===== config.mk =====
export PLATFORM = sky130hd
export DESIGN_NAME = audio_mixer
export DESIGN_NICKNAME = d
export VERILOG_FILES = /design/src/rtl/audio_mixer.sv
export SDC_FILE = /design/constraint.sdc
export NUM_CORES = 1
export LEC_CHECK = 0
export CELL_PAD_IN_SITES_DETAIL_PLACEMENT = 1
export CELL_PAD_IN_SITES_GLOBAL_PLACEMENT = 2
export CORE_MARGIN = 2
export CORE_UTILIZATION = 35
export CTS_CLUSTER_SIZE = 25
export DETAILED_ROUTE_END_ITERATION = 10
export PLACE_DENSITY_LB_ADDON = 0.15
export SETUP_SLACK_MARGIN = 0.2
export SLEW_MARGIN = 20
export SYNTH_ARGS = -nofsm -noshare
export SYNTH_HDL_FRONTEND = slang
export SYNTH_SLANG_ARGS = --single-unit

===== constraint.sdc =====
create_clock -name clk_sys -period 8.1 [get_ports clk_sys]
set_input_delay 2.025 -clock clk_sys [delete_from_list [all_inputs] [get_ports clk_sys]]
set_output_delay 2.025 -clock clk_sys [all_outputs]
set_load 0.03 [all_outputs]

===== src/rtl/audio_mixer.sv =====
// audio_mixer: registered PSG/beeper stereo mixer with saturation, sticky clip and click-free mute fades.
// Define AUDIO_MIX_LPF_EN to low-pass the beeper through a one-pole IIR before mixing.
module audio_mixer #(
  parameter int W_OUT = 9,
  parameter int FADE_STEP = 4,
  parameter int BEEP_SHIFT = 3
) (
  input  logic             clk_sys,
  input  logic             reset_n,
  input  logic             ce,
  input  logic [1:0]       stereo_mode,
  input  logic             mute,
  input  logic [7:0]       ch_a,
  input  logic [7:0]       ch_b,
  input  logic [7:0]       ch_c,
  input  logic             ear,
  input  logic             mic,
  input  logic             tape_in,
  input  logic             clip_clr,
  output logic [W_OUT-1:0] out_l,
  output logic [W_OUT-1:0] out_r,
  output logic             clip,
  output logic             fading
);
  typedef enum logic [1:0] {RUN, FADE_OUT, MUTED, FADE_IN} state_t;
  localparam logic [10:0] SAT = 11'((1 << W_OUT) - 1);
  localparam logic [W_OUT:0] STEP = (W_OUT+1)'(FADE_STEP);
  state_t state, next_state;
  logic [7:0] a, b, c, beep_in, beep;
  logic [1:0] mode;
  logic primed;
  logic [10:0] mono, sum_l, sum_r;
  logic [W_OUT-1:0] tgt_l, tgt_r, fade_l, fade_r;

  assign beep_in = {ear, tape_in, mic, 5'd0};

`ifdef AUDIO_MIX_LPF_EN
  logic [11:0] f;
  logic signed [12:0] delta;
  assign delta = $signed({1'b0, beep_in, 4'd0}) - $signed({1'b0, f});
  always_ff @(posedge clk_sys or negedge reset_n)
    if (!reset_n) f <= '0;
    else if (ce) f <= f + 12'(delta >>> BEEP_SHIFT);
  assign beep = f[11:4];
`else
  always_ff @(posedge clk_sys or negedge reset_n)
    if (!reset_n) beep <= '0;
    else if (ce) beep <= beep_in;
`endif

  // Fade arithmetic runs one bit wider so stepping down never wraps below zero.
  function automatic logic [W_OUT-1:0] step_to(input logic [W_OUT-1:0] cur, tgt, input logic down);
    logic [W_OUT:0] x, t;
    x = {1'b0, cur};
    t = {1'b0, tgt};
    return down ? (x > STEP ? W_OUT'(x - STEP) : {W_OUT{1'b0}})
         : x < t ? (t - x > STEP ? W_OUT'(x + STEP) : tgt)
         : (x - t > STEP ? W_OUT'(x - STEP) : tgt);
  endfunction

  always_comb begin
    mono = 11'(a) + 11'(b) + 11'(c) + 11'(beep);
    sum_l = mode == 2'd2 ? mono : {2'b0, a, 1'b0} + 11'(mode == 2'd1 ? c : b) + 11'(beep);
    sum_r = mode == 2'd2 ? mono
          : mode == 2'd1 ? {2'b0, b, 1'b0} + 11'(c) + 11'(beep)
          : {2'b0, c, 1'b0} + 11'(b) + 11'(beep);
    tgt_l = sum_l > SAT ? {W_OUT{1'b1}} : W_OUT'(sum_l);
    tgt_r = sum_r > SAT ? {W_OUT{1'b1}} : W_OUT'(sum_r);
    fade_l = step_to(out_l, tgt_l, mute);
    fade_r = step_to(out_r, tgt_r, mute);
    // primed keeps the power-up fade alive until stage 1 holds real samples.
    next_state = state == RUN ? (mute ? FADE_OUT : RUN)
               : mute ? (fade_l == '0 && fade_r == '0 ? MUTED : FADE_OUT)
               : (primed && fade_l == tgt_l && fade_r == tgt_r ? RUN : FADE_IN);
  end

  always_ff @(posedge clk_sys or negedge reset_n)
    if (!reset_n) begin
      {a, b, c, mode, primed} <= '0;
      out_l <= '0;
      out_r <= '0;
      state <= FADE_IN;
      fading <= 1'b1;
    end else if (ce) begin
      a <= ch_a;
      b <= ch_b;
      c <= ch_c;
      mode <= stereo_mode;
      primed <= 1'b1;
      out_l <= state == RUN ? tgt_l : fade_l;
      out_r <= state == RUN ? tgt_r : fade_r;
      state <= next_state;
      fading <= next_state == FADE_OUT || next_state == FADE_IN;
    end

  always_ff @(posedge clk_sys or negedge reset_n)
    if (!reset_n) clip <= 1'b0;
    else if (ce && (sum_l > SAT || sum_r > SAT)) clip <= 1'b1;
    else if (clip_clr) clip <= 1'b0;
endmodule


==> results of run 1 <==
[power by group through the flow]
stage | logic (mW) | registers [mW] | clock network [mW]
after floorplan | 2.04 | 0.446 | 0
after global placement | 2.95 | 0.426 | 0
after detailed placement | 2.94 | 0.428 | 0
after CTS | 2.96 | 0.422 | 0.247
after global routing | 3.28 | 0.435 | 0.249
final | 2.99 | 0.421 | 0.235
[stage by stage]
step / instance area (µm²) / setup WS [ns] / std cells / hold slack, ns
finish: 8820 / 0.677 / 1345 / 0.478
global route: 8820 / 0.213 / 1345 / 0.517
CTS: 8820 / 0.582 / 1345 / 0.478
detailed placement: 8670 / 0.621 / 1337 / 0.457
floorplan: 7870 / 1.55 / 1033 / 0.439
global placement: 8670 / 0.602 / 1337 / 0.453
[cells by family after synthesis]
| logic type | after synthesis | share of synthesized area [%] |
|---|---|---|
| and+or+nand+nor | 334 | 21.1 |
| buffers and inverters | 148 | 7.41 |
| DFF | 51 | 16.3 |
| muxes | 21 | 2.97 |
| xor gates and xnor gates | 45 | 5.01 |
| adders and majority gates | 106 | 19.3 |
| AOI/OAI and AO/OA | 328 | 27.9 |
[layout by cell type, fill, tap and decap left out, types with 6 or more instances in the layout]
master,netlist,layout
fa_1,26,26
nand2_1,108,108
o21bai_1,6,6
buf_4,1,20
nor3_1,32,32
and3_1,14,14
o22ai_1,9,9
clkdlybuf4s50_1,0,51
dfrtp_1,49,49
xnor2_1,34,34
nor4_1,7,7
nand4_1,12,12
o21a_1,15,15
ha_1,80,80
a21oi_1,72,71
a31oi_1,15,15
xor2_1,11,11
nor2_1,64,64
a22oi_1,7,7
o211ai_1,17,17
nand2b_1,13,13
or3_1,7,7
o21ai_0,88,88
nor2b_1,8,8
inv_1,98,98
a21o_1,16,16
mux2i_1,7,7
a211oi_1,8,8
a211o_1,8,7
mux2_2,12,12
nand3_1,31,31
[path summary, 6_finish.rpt]
| check | slack (ns) | start | cells after the start | to |
|---|---|---|---|---|
| min in group asynchronous | 1.86 | reset_n | 2 | out_r[7]$_DFFE_PN0P_ |
| setup / recovery | 0.68 | mode[0]$_DFFE_PN0P_ | 27 | state[0]$_DFFE_PN1P_ |
| hold reg to reg | 0.48 | primed$_DFFE_PN0P_ | 1 | primed$_DFFE_PN0P_ |
| setup reg to reg | 0.68 | mode[0]$_DFFE_PN0P_ | 27 | state[0]$_DFFE_PN1P_ |
| hold / removal | 0.48 | primed$_DFFE_PN0P_ | 1 | primed$_DFFE_PN0P_ |
| max in group asynchronous | 5.68 | reset_n | 2 | out_l[5]$_DFFE_PN0P_ |
[Yosys cell counts, types with 8 or more instances]
master	instances	area, µm²
nand2_1	108	405
inv_1	98	368
o21ai_0	88	440
ha_1	80	1000
a21oi_1	72	360
nor2_1	64	240
dfrtp_1	49	1230
clkbuf_1	37	139
xnor2_1	34	298
nor3_1	32	160
nand3_1	31	155
fa_1	26	521
o211ai_1	17	128
a21o_1	16	120
a31oi_1	15	93.8
o21a_1	15	113
and3_1	14	87.6
nand2b_1	13	81.3
mux2_2	12	135
nand4_1	12	75.1
xor2_1	11	96.3
o22ai_1	9	56.3
a211o_1	8	70.1
a211oi_1	8	60.1
nor2b_1	8	50.1
[state kept, by name (all words and copies together) (netlist names)]
signal and cells:
c 8, out_l 9, a 8, beep 3
mode 2, primed 1, out_r 9, clip 1
state 2, b 8
[what timing repair did]
action	4_1_cts	5_1_grt
gates resized for setup	0	2
hold buffers	0	0
endpoints found under the setup margin	0	2
[cell type report]
class | count | area, µm²
clock buffer | 6 | 129
clock inverter | 2 | 16.3
fill | 2718 | 13100
inverter | 99 | 372
multi-input combinational | 834 | 6010
sequential | 51 | 1280
tap | 280 | 350
timing repair buffer | 73 | 671
[routing by layer]
layer	vias up	share of wire (%)	global-route usage, %
met5	-	0	0
met4	0	2.9	8.37
met3	57	3.2	2.31
met2	209	48	43.1
met1	3903	46	32.2
li1	3779	-	-
==> results_dict.tcl, run 1 <==
set metrics [dict create \
    insertion_delay_ns 0.31 \
    crit_type "reg2reg" \
    syn_inst 1033 \
    grt_max_degree 53 \
    grt_pass1_vias 8085 \
    status "finished clean" \
    synthArstFlopShare_pct 100 \
    cp.required_ns 8.35 \
    cp_common_cell "o21ai_0" \
    drt_pre_antenna_iters 5 \
    final_max_slew_viol_count 0 \
    start_kind "register" \
    syn_nets 1173 \
    p_total_mw 3.65 \
    power_leakage_nw 3.81 \
    rsz0062_at_grt "false" \
    ys.flop_type "dfrtp_1" \
    finalHoldViolCount 0 \
    dp_hpwl_um 23700 \
    p_int_mw 1.54 \
    fin_crit_ns 7.42 \
    antenna_found_initial 0 \
    postLayoutCoreUtil_pct 40.2 \
    synth-seq-cells 51 \
    cp_max_fo 16 \
    post-cts-setup-buffer-count 0 \
    drt_first_iter_violations 477 \
    io_pins 54 \
    netlist_area_um2 7870 \
    grt_pass1_wl_um 46100 \
    clk_path_buf_depth 2 \
    die_y_um 154 \
    synth.avg_cell_area_um2 7.61 \
    setup_viol 0 \
    die_w_um 154 \
    fmax_mhz 135 \
    start_util_pct 35.8 \
    diodes 0 \
    routabilityCongestion 0.928 \
    row_count 54 \
    cpPeakStageDelay_ns 0.64 \
    area_delta_synth_final_pct 12.2 \
    p_clk_share_pct 6.4 \
    ir_drop_mv 0.143 \
    synth_edf_count 0 \
    clk_pin_slew_ns 0.08 \
    power_switching_mw 2.11 \
    nNetsFinal 1204 \
    wl_per_cell_um 21.7 \
    coreArea_um2 22000 \
    via_per_inst 5.91 \
    fin_tns_setup_ns 0 \
    num_vias 7948 \
    cts_made_buffers 5 \
    hold_class "reg2reg" \
    drv_cap 0 \
    cellPowerDensity_nw_per_um2 414 \
    grt_usage_pct 24.7 \
    overflow 0 \
    portBuffers 53 \
    end_kind "register" \
    ctsRootBufferMaster "clkbuf_16" \
    yosys.cell_types.count 90 \
    ys_seq_area_share_pct 16.3 \
    share_comb_of_total_power_pct 82.0 \
    drive_gt1_share_pct 7.23 \
    worstPathArrival_ns 7.67 \
    cts_tree "done" \
    pwr-share-seq_pct 11.5 \
    cts.sinks 51 \
    swShare_pct 57.7 \
    htree_levels 2 \
    cp.buffers_inverters 2 \
    drt_wl_total_um 29200 \
    die_area_um2 23700 \
    cp_slowest_cell "ha_1" \
    yosysWarningCount 0 \
    max_slew_margin_pct 25.6 \
    cp_top_family "simple AND/OR/NAND/NOR gates" \
    finClkSkew_ns 0.00870 \
    worst_pin_slew_ns 1.10 \
    antenna_left 0 \
    min_period_over_period_pct 91.6 \
    remaining_drc_errors 0 \
]
Note: power is estimated with default switching activity, not from simulation.
==> run 2, diff against run 1 <==
--- a/config.mk
+++ b/config.mk
@@ -9,5 +9,5 @@
 export CELL_PAD_IN_SITES_GLOBAL_PLACEMENT = 2
 export CORE_MARGIN = 2
-export CORE_UTILIZATION = 35
+export CORE_UTILIZATION = 33
 export CTS_CLUSTER_SIZE = 25
 export DETAILED_ROUTE_END_ITERATION = 10
==> constraint.sdc (replaced) <==
create_clock -name clk_sys -period 6 [get_ports clk_sys]
set_input_delay 1.2 -clock clk_sys [delete_from_list [all_inputs] [get_ports clk_sys]]
set_output_delay 1.2 -clock clk_sys [all_outputs]
set_load 0.03 [all_outputs]
==> run 2 against run 1 <==
The run now ends with setup timing left. Critical path depth rose by 2. Worst hold slack better by 0.0028 ns. Core utilization is 12 points higher. Combinational power rose by 120%. Sequential share of layout area down 4.1 points. Clock skew grew 0.00089 ns. Critical path type unchanged. Critical endpoint unchanged. Highest routed layer unchanged.
==> results_dict.tcl, run 2 (synthesized netlist as in run 1, its figures left out) <==
set metrics [dict create \
    grt_usage_pct 27.2 \
    final_common_cell "buf_4" \
    die_w_um 158 \
    finClkSkew_ns 0.00959 \
    num-fill-cells 2849 \
    remaining_drc_errors 0 \
    cts_tree "done" \
    htree_levels 2 \
    insertion_delay_ns 0.32 \
    cp.required_ns 6.25 \
    grt_max_degree 76 \
    io_pins 54 \
    end_kind "register" \
    multi_input_area_um2 6950 \
    wl_per_cell_um 20.4 \
    worstPathArrival_ns 6.52 \
    cts.sinks 51 \
    postPlaceCellArea_um2 10900 \
    cts-hold-fix-buffers 0 \
    violations "setup timing" \
    clk_pin_slew_ns 0.08 \
    final_cell_mix "buf_4, nand2_1, inv_1" \
    drt_wl_total_um 34600 \
    fin_crit_ns 6.26 \
    drv_cap 0 \
    coreArea_um2 23400 \
    cp_max_fo 7 \
    die_y_um 158 \
    antenna_found_initial 0 \
    min_period_over_period_pct 104 \
    power_leakage_nw 5.55 \
    status "finished with violations" \
    ir_drop_mv 0.190 \
    rsz0062_at_grt "true" \
    regArea_um2 1280 \
    start_util_pct 33.6 \
    cellPowerDensity_nw_per_um2 597 \
    ctsRootBufferMaster "clkbuf_16" \
    drt_first_iter_violations 408 \
    crit_type "reg2reg" \
    grt_pass1_vias 9485 \
    cpPeakStageDelay_ns 0.56 \
    postLayoutCoreUtil_pct 52.6 \
    final_max_slew_viol_count 0 \
    hold_class "reg2reg" \
    cp_slowest_cell "fa_1" \
    final_cell_area_um2 12300 \
    max_slew_margin_pct 47.4 \
    layout.cells.non_filler 1700 \
    diodes 0 \
    worst_pin_slew_ns 0.789 \
    fmax_mhz 160 \
    cp_common_cell "buf_4" \
    antenna_left 0 \
    portBuffers 53 \
    die_area_um2 25100 \
    routabilityCongestion 0.896 \
    dp_hpwl_um 27300 \
    area_delta_synth_final_pct 56.4 \
    finalHoldViolCount 0 \
    via_per_inst 5.38 \
    row_count 56 \
    nNetsFinal 1520 \
    cts_made_buffers 5 \
    start_kind "register" \
    post-place-cells 1645 \
    drt_pre_antenna_iters 5 \
    setup_ws_ns -0.265 \
    num_vias 9152 \
    setup_viol 3 \
    drive_gt1_share_pct 39.5 \
    overflow 0 \
    grt_pass1_wl_um 52500 \
    clk_path_buf_depth 2 \
    largestRegisters "out_l: 9 flops, out_r: 9 flops" \
]
run 2: through the flow:
step	power (mW)	setup TNS (ns)	worst slack [ns]	hold WS (ns)
after floorplan	3.49	-0.105	-0.0822	0.439
after global placement	5.92	-0.806	-0.419	0.457
after detailed placement	6.03	-1.38	-0.530	0.465
after CTS	6.75	-0.355	-0.190	0.484
after global routing	7.89	-1.67	-0.558	0.509
final	7.35	-0.578	-0.265	0.480
run 2: final timing paths:
| path | end | slack (ns) | start | cells past startpoint |
|---|---|---|---|---|
| max in group asynchronous | out_l[2]$_DFFE_PN0P_ | 4.45 | reset_n | 2 |
| setup reg to reg | state[0]$_DFFE_PN1P_ | -0.26 | b[7]$_DFFE_PN0P_ | 29 |
| hold / removal | primed$_DFFE_PN0P_ | 0.48 | primed$_DFFE_PN0P_ | 1 |
| hold reg to reg | primed$_DFFE_PN0P_ | 0.48 | primed$_DFFE_PN0P_ | 1 |
| setup / recovery | state[0]$_DFFE_PN1P_ | -0.26 | b[7]$_DFFE_PN0P_ | 29 |
| min in group asynchronous | c[1]$_DFFE_PN0P_ | 1.01 | reset_n | 2 |
run 2: worst max-delay path, delay by kind of cell (launching register included):
kind	cells	cell delay, ns
fa+ha+maj	4	1.44
simple gates	8	1.56
xor+xnor	1	0.17
compound gates	10	1.87
flops	1	0.36
buf+inv	6	0.79
run 2: timing repair:
| item | in CTS | in global routing |
|---|---|---|
| pin swaps | 43 | 57 |
| endpoints found under the setup margin | 16 | 20 |
| gates resized for setup | 87 | 125 |
| gates cloned | 0 | 1 |
| setup buffers | 21 | 25 |
run 2: layout make-up:
cell class | instances | area share [%]
multi-input cells | 834 | 56.5
clock buffers | 6 | 1.05
inverters | 99 | 3.04
clock inverters | 2 | 0.142
repair buffers | 389 | 25.6
well taps | 319 | 3.24
flip-flops and latches | 51 | 10.4
run 2: power by group:
part | total [mW] | internal [mW] | switching, mW | leakage (nW)
sequential | 0.554 | 0.414 | 0.140 | 0.617
combinational | 6.47 | 3.14 | 3.33 | 4.86
clock | 0.324 | 0.158 | 0.166 | 0.0710
run 2: layer usage:
layer | vias to the layer above | global-route usage, % | share of wire, %
met5 | - | 0 | 0
met4 | 0 | 7.72 | 2.8
met3 | 58 | 2.69 | 2.4
met2 | 159 | 49.4 | 50
met1 | 4513 | 34.1 | 44
li1 | 4422 | - | -
